## config.mk

```make
export PLATFORM = sky130hd
export DESIGN_NAME = vga_sync_rx
export DESIGN_NICKNAME = d
export VERILOG_FILES = /design/src/rtl/vga_pkg.sv /design/src/rtl/vga_sync_rx_sync_edge.sv /design/src/rtl/vga_sync_rx.sv
export SDC_FILE = /design/constraint.sdc
export NUM_CORES = 1
export LEC_CHECK = 0
export ABC_AREA = 1
export BUFFER_PORTS_ARGS = -buffer_cell sky130_fd_sc_hd__buf_2
export CORE_MARGIN = 2
export CORE_UTILIZATION = 40
export DETAILED_ROUTE_END_ITERATION = 6
export MAX_ROUTING_LAYER = met4
export PLACE_DENSITY_LB_ADDON = 0.12
export SLEW_MARGIN = 25
export SYNTH_ARGS = -nofsm -noshare
export SYNTH_HDL_FRONTEND = slang
export SYNTH_SLANG_ARGS = --single-unit
```

## constraint.sdc

```tcl
create_clock -name iCLK -period 2.1 [get_ports iCLK]
set_input_delay 0.21 -clock iCLK [delete_from_list [all_inputs] [get_ports iCLK]]
set_output_delay 0.21 -clock iCLK [all_outputs]
set_load 0.01 [all_outputs]
```

## src/rtl/vga_pkg.sv

```systemverilog
// vga_pkg: 640x480 timing constants and receiver FSM state.
// Shared by vga_sync_rx and its sync_edge stages.
package vga_pkg;
  localparam int H_TOTAL_DEF  = 800;
  localparam int V_TOTAL_DEF  = 525;
  localparam int H_ACTIVE_DEF = 640;
  localparam int V_ACTIVE_DEF = 480;

  localparam logic [9:0] CNT_MAX = 10'h3ff;

  typedef enum logic [1:0] {
    SEARCH,
    MEASURE,
    LOCKED
  } rx_state_e;
endpackage

```

## src/rtl/vga_sync_rx_sync_edge.sv

```systemverilog
// sync_edge: one input register stage plus falling-edge detect.
// lvl_o is the registered copy aligned with fall_o's history.
module sync_edge (
  input  logic clk_i,
  input  logic rst_i,
  input  logic d_i,
  output logic lvl_o,
  output logic fall_o
);
  logic q_q;
  logic dly_q;

  always_ff @(posedge clk_i) begin
    if (rst_i) begin
      q_q   <= 1'b0;
      dly_q <= 1'b0;
    end else begin
      q_q   <= d_i;
      dly_q <= q_q;
    end
  end

  assign lvl_o  = dly_q;
  assign fall_o = dly_q & ~q_q;
endmodule

```

## src/rtl/vga_sync_rx.sv

```systemverilog
// vga_sync_rx: recovers pixel address and lock from HS/VS/BLANK.
// Define VGA_RX_STATS_EN to add frame and error counters.
module vga_sync_rx
  import vga_pkg::*;
#(
  parameter int H_TOTAL  = H_TOTAL_DEF,
  parameter int V_TOTAL  = V_TOTAL_DEF,
  parameter int H_ACTIVE = H_ACTIVE_DEF,
  parameter int V_ACTIVE = V_ACTIVE_DEF
) (
  input  logic        iCLK,
  input  logic        iRST,
  input  logic        iHS,
  input  logic        iVS,
  input  logic        iBLANK,
  output logic [9:0]  oPX,
  output logic [9:0]  oPY,
  output logic        oVALID,
  output logic        oFRAME,
  output logic        oLOCK,
  output logic        oERR,
  output logic [9:0]  oLINE_LEN
`ifdef VGA_RX_STATS_EN
  ,
  output logic [15:0] oFRAME_CNT,
  output logic [7:0]  oERR_CNT
`endif
);
  localparam logic [9:0] HT = 10'(H_TOTAL);
  localparam logic [9:0] VT = 10'(V_TOTAL);
  localparam logic [9:0] HA = 10'(H_ACTIVE);
  localparam logic [9:0] VA = 10'(V_ACTIVE);

  logic hs_lvl, hs_fall;
  logic vs_lvl, vs_fall;
  logic bl_lvl, bl_fall;
  logic unused_lvl;

  sync_edge u_hs (
    .clk_i (iCLK), .rst_i (iRST), .d_i (iHS),
    .lvl_o (hs_lvl), .fall_o (hs_fall)
  );
  sync_edge u_vs (
    .clk_i (iCLK), .rst_i (iRST), .d_i (iVS),
    .lvl_o (vs_lvl), .fall_o (vs_fall)
  );
  sync_edge u_bl (
    .clk_i (iCLK), .rst_i (iRST), .d_i (iBLANK),
    .lvl_o (bl_lvl), .fall_o (bl_fall)
  );

  assign unused_lvl = hs_lvl ^ vs_lvl;

  rx_state_e  state_q;
  logic [9:0] hcnt_q, vcnt_q;
  logic [9:0] px_q, py_q, len_q;
  logic       line_bad_q, frame_q, err_q;

  logic       sat, line_mis, frame_ok, lock_mis, err_d;
  logic [9:0] len_d, vlines_d;

  // The line closed by a coincident HS fall still belongs to this frame.
  assign sat      = (hcnt_q == CNT_MAX);
  assign len_d    = sat ? CNT_MAX : hcnt_q + 10'd1;
  assign line_mis = (hs_fall && len_d != HT) || sat;
  assign vlines_d = (hs_fall && vcnt_q != CNT_MAX)
                  ? vcnt_q + 10'd1 : vcnt_q;
  assign frame_ok = !line_bad_q && !line_mis
                 && (vlines_d == VT);
  assign lock_mis = line_mis || (vs_fall && vlines_d != VT);
  assign err_d    = (state_q == LOCKED) && lock_mis;

  always_ff @(posedge iCLK) begin
    if (iRST) begin
      state_q    <= SEARCH;
      hcnt_q     <= '0;
      vcnt_q     <= '0;
      px_q       <= '0;
      py_q       <= '0;
      len_q      <= '0;
      line_bad_q <= 1'b0;
      frame_q    <= 1'b0;
      err_q      <= 1'b0;
    end else begin
      hcnt_q  <= hs_fall ? '0 : (sat ? hcnt_q : hcnt_q + 10'd1);
      vcnt_q  <= vs_fall ? '0 : vlines_d;
      frame_q <= vs_fall;
      err_q   <= err_d;
      if (hs_fall)
        len_q <= len_d;
      if (hs_fall)
        px_q <= '0;
      else if (bl_lvl)
        px_q <= px_q + 10'd1;
      if (vs_fall)
        py_q <= '0;
      else if (bl_fall)
        py_q <= py_q + 10'd1;
      if (vs_fall)
        line_bad_q <= 1'b0;
      else if (line_mis)
        line_bad_q <= 1'b1;
      unique case (state_q)
        SEARCH:  if (vs_fall) state_q <= MEASURE;
        MEASURE: if (vs_fall && frame_ok) state_q <= LOCKED;
        LOCKED:  if (lock_mis) state_q <= SEARCH;
        default: state_q <= SEARCH;
      endcase
    end
  end

  assign oPX       = px_q;
  assign oPY       = py_q;
  assign oLINE_LEN = len_q;
  assign oFRAME    = frame_q;
  assign oERR      = err_q;
  assign oLOCK     = (state_q == LOCKED);
  assign oVALID    = oLOCK && bl_lvl && (px_q < HA) && (py_q < VA);

`ifdef VGA_RX_STATS_EN
  logic [15:0] fcnt_q;
  logic [7:0]  ecnt_q;

  always_ff @(posedge iCLK) begin
    if (iRST) begin
      fcnt_q <= '0;
      ecnt_q <= '0;
    end else begin
      if (vs_fall)
        fcnt_q <= fcnt_q + 16'd1;
      if (err_d && ecnt_q != 8'hff)
        ecnt_q <= ecnt_q + 8'd1;
    end
  end

  assign oFRAME_CNT = fcnt_q;
  assign oERR_CNT   = ecnt_q;
`endif
endmodule
```

; ---- Word-level counts from Yosys, hierarchy flattened
; Cells that the tools add are included.
[word_totals]
register_bits = 61
input_bits = 5
output_inout_bits = 34
word_cells = 61
[op_classes]
addsub = 4
magnitude_cmp = 2
eq_ne = 10
n_mux = 6
bitwise_logic = 6
n_reduce_logical = 18
[ops]
columns = operator, count
row1 = "10-bit by 1-bit adder with 10-bit output, second input constant", 4
row2 = "10-bit != test, second input constant", 3
row3 = "10-bit equality test, second input constant", 2
row4 = 10-bit two-way mux, 2
row5 = 1-bit logical AND, 10
row6 = "10-bit less-than comparator, second input constant", 1
row7 = "10-bit by 9-bit less-than comparator with 1-bit output, second input constant", 1
row8 = 2-bit two-way mux, 3
row9 = 2-bit one-hot mux with 3 select lines, 1
row10 = "2-bit != test, second input constant", 2
row11 = 2-bit OR reduction, 2
row12 = 1-bit AND, 3
row13 = 1-bit NOT, 3
row14 = 3-bit AND reduction, 1
row15 = "2-bit by 1-bit equality test with 1-bit output, second input constant", 1
row16 = "2-bit equality test, second input constant", 1
row17 = 1-bit zero test, 2
row18 = 2-bit zero test, 1
row19 = 1-bit logical OR, 2
row20 = "2-bit by 1-bit != test with 1-bit output, second input constant", 1

; ---- Logic depth before layout (Yosys ltp)
[logic_depth]
word_depth = 11
ltp_mapped = 17

; ---- Cells and area by module
; Synthesis repeated with hierarchy kept, for this count alone.
[unflattened]
cells_unflattened = 424
area_unflattened_um2 = 2876.5
[by_module_without_submodules]
columns = mod, n_inst, cells_per_inst, area_per_inst_um2
row1 = vga_sync_rx, 1, 400, 2681.3
row2 = sync_edge, 3, 8, 65.1

; ---- Worst setup path before layout
; OpenSTA, ideal clock, no wires.
[synth_timing]
path_kind = register -> register
from = register vcnt_q[0]
to = register state_q[0]
setup_time_ps = 109
arrival_ps = 1670
t_required_ps = 1991
path_slack_ps = 321
stages_incl_launch_ff = 17
synth_period_minus_slack_ps = 1779
cell_sequence = dfxtp_1 ha_1 nand2_2 nor2_4 nand3_4 nand2_4 inv_4 nand2_2 nand2_2 nor2_1 nand3_1 nor2_2 nand2_1 nand2_1 nand3_1 nand2_1 inv_1
[synth_between]
elab_chain_len = 8
[synth_lines]
columns = element, line_no
row1 = start: declaration, vga_sync_rx.sv:55  ; logic [9:0] hcnt_q, vcnt_q;
row2 = start signal: assignment, vga_sync_rx.sv:86  ; vcnt_q <= vs_fall ? '0 : vlines_d;
row3 = "parallel branches: the longest is 2 deep, another holds 10-bit by 1-bit adder with 10-bit output", -
row4 = 10-bit two-way mux (*), vga_sync_rx.sv:67  ; ? vcnt_q + 10'd1 : vcnt_q;
row5 = 10-bit equality test / 10-bit != test (equally long branches), "vga_sync_rx.sv:69, vga_sync_rx.sv:70"
row6 = 1-bit logical AND (on tied branches), "vga_sync_rx.sv:69, vga_sync_rx.sv:70"
row7 = 1-bit logical AND / 1-bit logical OR (equally long branches), "vga_sync_rx.sv:105, vga_sync_rx.sv:70"
row8 = 2-bit != test (no source line) / 2-bit by 1-bit != test with 1-bit output (equally long branches), -
row9 = 3-bit AND reduction (no source line) (*), -
row10 = end signal: assignment, vga_sync_rx.sv:105  ; MEASURE: if (vs_fall && frame_ok) state_q <= LOCKED;
row11 = end signal: assignment, vga_sync_rx.sv:106  ; LOCKED: if (lock_mis) state_q <= SEARCH;
row12 = end signal: assignment, vga_sync_rx.sv:107  ; default: state_q <= SEARCH;
row13 = end: declaration, vga_sync_rx.sv:54  ; rx_state_e state_q;
; Every way passes the cells marked *.
; A chain may end at the register's enable or synchronous reset.

; ---- Worst setup path in the final report
[layout_timing]
from = register vcnt_q[6]
to = register state_q[0]
; Same word-level chain as after synthesis.

==> flow_metrics.env <==
export IMPL_drive_gt1_share_pct=18.7
export IMPL_syn_cell_area_um2=2850
export IMPL_fp_dieH_um=88.5
export IMPL_highest_signal_layer="met4"
export IMPL_synth_nets=427
export IMPL_insertion_delay_ns=0.34
export IMPL_max_freq_mhz=524
export IMPL_slew_violations=0
export IMPL_rows=30
export IMPL_synth_seq_cells=61
export IMPL_grt_max_degree=17
export IMPL_syn_area_per_cell_um2=6.82
export IMPL_p_leak_nw=1.67
export IMPL_vias_per_cell=4.56
export IMPL_root_buffer="clkbuf_8"
export IMPL_layout_cells_non_filler=571
export IMPL_ant_nets=0
export IMPL_grt_overflow=0
export IMPL_gp_congestion=0.905
export IMPL_place_hpwl_um=4400
export IMPL_io_buffers=38
export IMPL_total_power_w=0.00260
export IMPL_wl_um=6110
export IMPL_fin_util_pct=51.2
export IMPL_syn_inst=418
export IMPL_htree_levels=3
export IMPL_crit_path_cell_trace="nand2_1 > nor2_2 > nand3_4 > nand2_8 > inv_4 > nand2_2 > nand2_1 > nor2_1 > nand3_1 > nor2_2 > nand2_1 > nand2_1 > nand3_1 > nand2_1 > inv_1"
export IMPL_yosys_most_used_dff="dfxtp_1"
export IMPL_synth_top_cells_by_count="103 x nand2_1, 63 x nor2_1, 62 x inv_1, 61 x dfxtp_1, 30 x nand3_1"
export IMPL_setup_viol=0
export IMPL_async_flop_share_pct=0
export IMPL_end_kind="register"
export IMPL_finalSetupTns_ns=0
export IMPL_drc=0
export IMPL_period_needed_ns=1.91
export IMPL_critPathTopFamily="simple AND/OR/NAND/NOR gates"
export IMPL_yosys_top_cells_area="dfxtp_1 43%, nand2_1 14%, nor2_1 8.3%, inv_1 8.2%, nand3_1 5.3%"
export IMPL_startpoint_type="register"
export IMPL_cts_max_path_buffers=2
export IMPL_hold_buffers=0
export IMPL_io_pins=39
export IMPL_grt_setup_unrepaired="false"
export IMPL_clk_pin_slew_ns=0.07
export IMPL_die_area_um2=7820
export IMPL_synth_edf_count=0
export IMPL_synth_most_common_cell="nand2_1"
export IMPL_worstPathBufferInverterCount=2
export IMPL_ys_seq_area_share_pct=42.8
export IMPL_path_common_cell="nand2_1"
export IMPL_num_antenna_cells=0
export IMPL_vias=2601
export IMPL_die_w_um=88.5
export IMPL_yosys_warnings=0
export IMPL_period_share_pct=90.8
export IMPL_drv_cap=0
export IMPL_yosysUniqueCellTypes=30
export IMPL_outcome="complete, no violations"
export IMPL_fin_worst_skew_ns=0.00877
export IMPL_antenna_found_initial=0
export IMPL_grt_pass1_vias=2299
export IMPL_yosysTopAreaCell="dfxtp_1"
export IMPL_cp_max_fo=7
export IMPL_cts_buffers=9
export IMPL_path_class="register to register"
export IMPL_wl_per_cell_um=10.7
export IMPL_route_met3_wl_um=240
export IMPL_peakVddDrop_v=0.000365
export IMPL_wl_met2_um=2630
export IMPL_core_um2=6830
export IMPL_areaGrowthSynthToFinish_pct=22.6
export IMPL_slew_headroom_pct=69.9
export IMPL_critPathSlowestCell="dfxtp_1"
export IMPL_synth_top_area_share_pct=42.8
export IMPL_slowest_delay_ns=0.40
export IMPL_grt_pass1_wl_um=10200
export IMPL_cp_required_ns=2.34
export IMPL_clkSinkCount=61
export IMPL_hold_class="input port to register"
export IMPL_finalNetCount=479
export IMPL_wl_met1_um=3140
export IMPL_final_hold_viol_count=0
export IMPL_setup_slack_ns=0.193
export IMPL_track_usage_pct=17.2
export IMPL_firstDrtPassIters=4
export IMPL_crit_arrival_ns=2.15
export IMPL_tightest_slew_ns=0.449
export IMPL_dp_cells=550
export IMPL_drt_first_iter_violations=126
export IMPL_cts_tree="yes"
export IMPL_start_util_pct=41.8
export IMPL_post_place_ws_ns=0.0801
export IMPL_powerDensity_nw_per_um2=743
## metrics by stage
stage,cell area (um2),hold WS (ns)
global placement,3170,0.418
global route,3500,0.0811
finish,3500,0.0752
detailed placement,3170,0.423
floorplan,2850,0.317
CTS,3410,0.0608
## flip-flops by register name, indices dropped and copies added (netlist names)
signal	flops
oFRAME	1
oPX	10
u_hs.lvl_o	1
oERR	1
line_bad_q	1
oLINE_LEN	10
hcnt_q	10
u_hs.q_q	1
u_bl.q_q	1
vcnt_q	10
u_vs.lvl_o	1
oPY	10
state_q	2
u_vs.q_q	1
u_bl.lvl_o	1
## placed cells by master (no fill, tap or decap), types with 2 or more instances in the layout
| cell type | instances |
|---|---|
| a211oi_1 | 2 |
| a21oi_1 | 23 |
| buf_2 | 38 |
| buf_4 | 10 |
| bufinv_16 | 3 |
| clkbuf_8 | 9 |
| dfxtp_1 | 57 |
| dfxtp_2 | 3 |
| ha_1 | 2 |
| inv_1 | 62 |
| nand2_1 | 103 |
| nand2_2 | 4 |
| nand3_1 | 30 |
| nand3b_1 | 3 |
| nand4_1 | 4 |
| nor2_1 | 62 |
| nor2_2 | 6 |
| nor2_4 | 2 |
| nor3_1 | 7 |
| o21ai_0 | 19 |
| or2_2 | 2 |
| xor2_1 | 6 |
## cells by family (layout without fill, tap and decap cells)
logic type / Yosys count / count (layout) / share of synthesized area [%]
AOI/OAI and AO/OA: 47 / 47 / 8.73
and+or+nand+nor: 229 / 229 / 35.1
DFF: 61 / 61 / 42.8
xor gates and xnor gates: 7 / 7 / 2.15
buffers and inverters: 70 / 127 / 9.47
adders and majority gates: 4 / 4 / 1.75
## worst paths after layout
path                                            from                 endpoint  slack [ns]  cells after the start
worst min register to register   u_hs.q_q$_SDFF_PP0_    u_hs.lvl_o$_SDFF_PP0_        0.42                      2
worst max-delay path            vcnt_q[6]$_SDFF_PP0_  state_q[0]$_SDFFE_PP0P_        0.19                     15
worst max register to register  vcnt_q[6]$_SDFF_PP0_  state_q[0]$_SDFFE_PP0P_        0.19                     15
worst min-delay path                             iVS      u_vs.q_q$_SDFF_PP0_        0.08                      3
## per-layer routing
| metal | track usage (%) | vias up |
|---|---|---|
| met2 | 24.7 | 44 |
| met1 | 23.3 | 1128 |
| li1 | - | 1415 |
| met4 | 8.26 | 0 |
| met3 | 3.17 | 14 |
| met5 | - | - |
## final cells by class
| type | instances | area [um2] |
|---|---|---|
| fill | 707 | 3330 |
| multi-input combinational | 287 | 1410 |
| sequential | 61 | 1230 |
| timing repair buffer | 48 | 265 |
| inverter | 63 | 239 |
| clock buffer | 10 | 128 |
| tap | 96 | 120 |
| clock inverter | 6 | 111 |
## worst register-to-register path, cell delays in order, from the launching register on
cell and delay [ns]:
dfxtp_1 0.40, nand2_1 0.12, nor2_2 0.19, nand3_4 0.15, nand2_8 0.13, inv_4 0.06
nand2_2 0.06, nand2_1 0.05, nor2_1 0.10, nand3_1 0.11, nor2_2 0.15, nand2_1 0.07
nand2_1 0.07, nand3_1 0.07, nand2_1 0.06, inv_1 0.03
## timing repair
item | CTS | global route
endpoints found under the setup margin | 0 | 4
buffers inserted | 0 | 5
resized for setup | 0 | 13
## power breakdown
group | total [W] | internal [W] | switching (W) | leakage, nW
clock network | 0.00127 | 0.000789 | 0.000477 | 0.116
registers | 0.00120 | 0.00118 | 0.0000188 | 0.496
logic | 0.000136 | 0.0000486 | 0.0000870 | 1.06
Note: power is estimated with default switching activity, not from simulation.
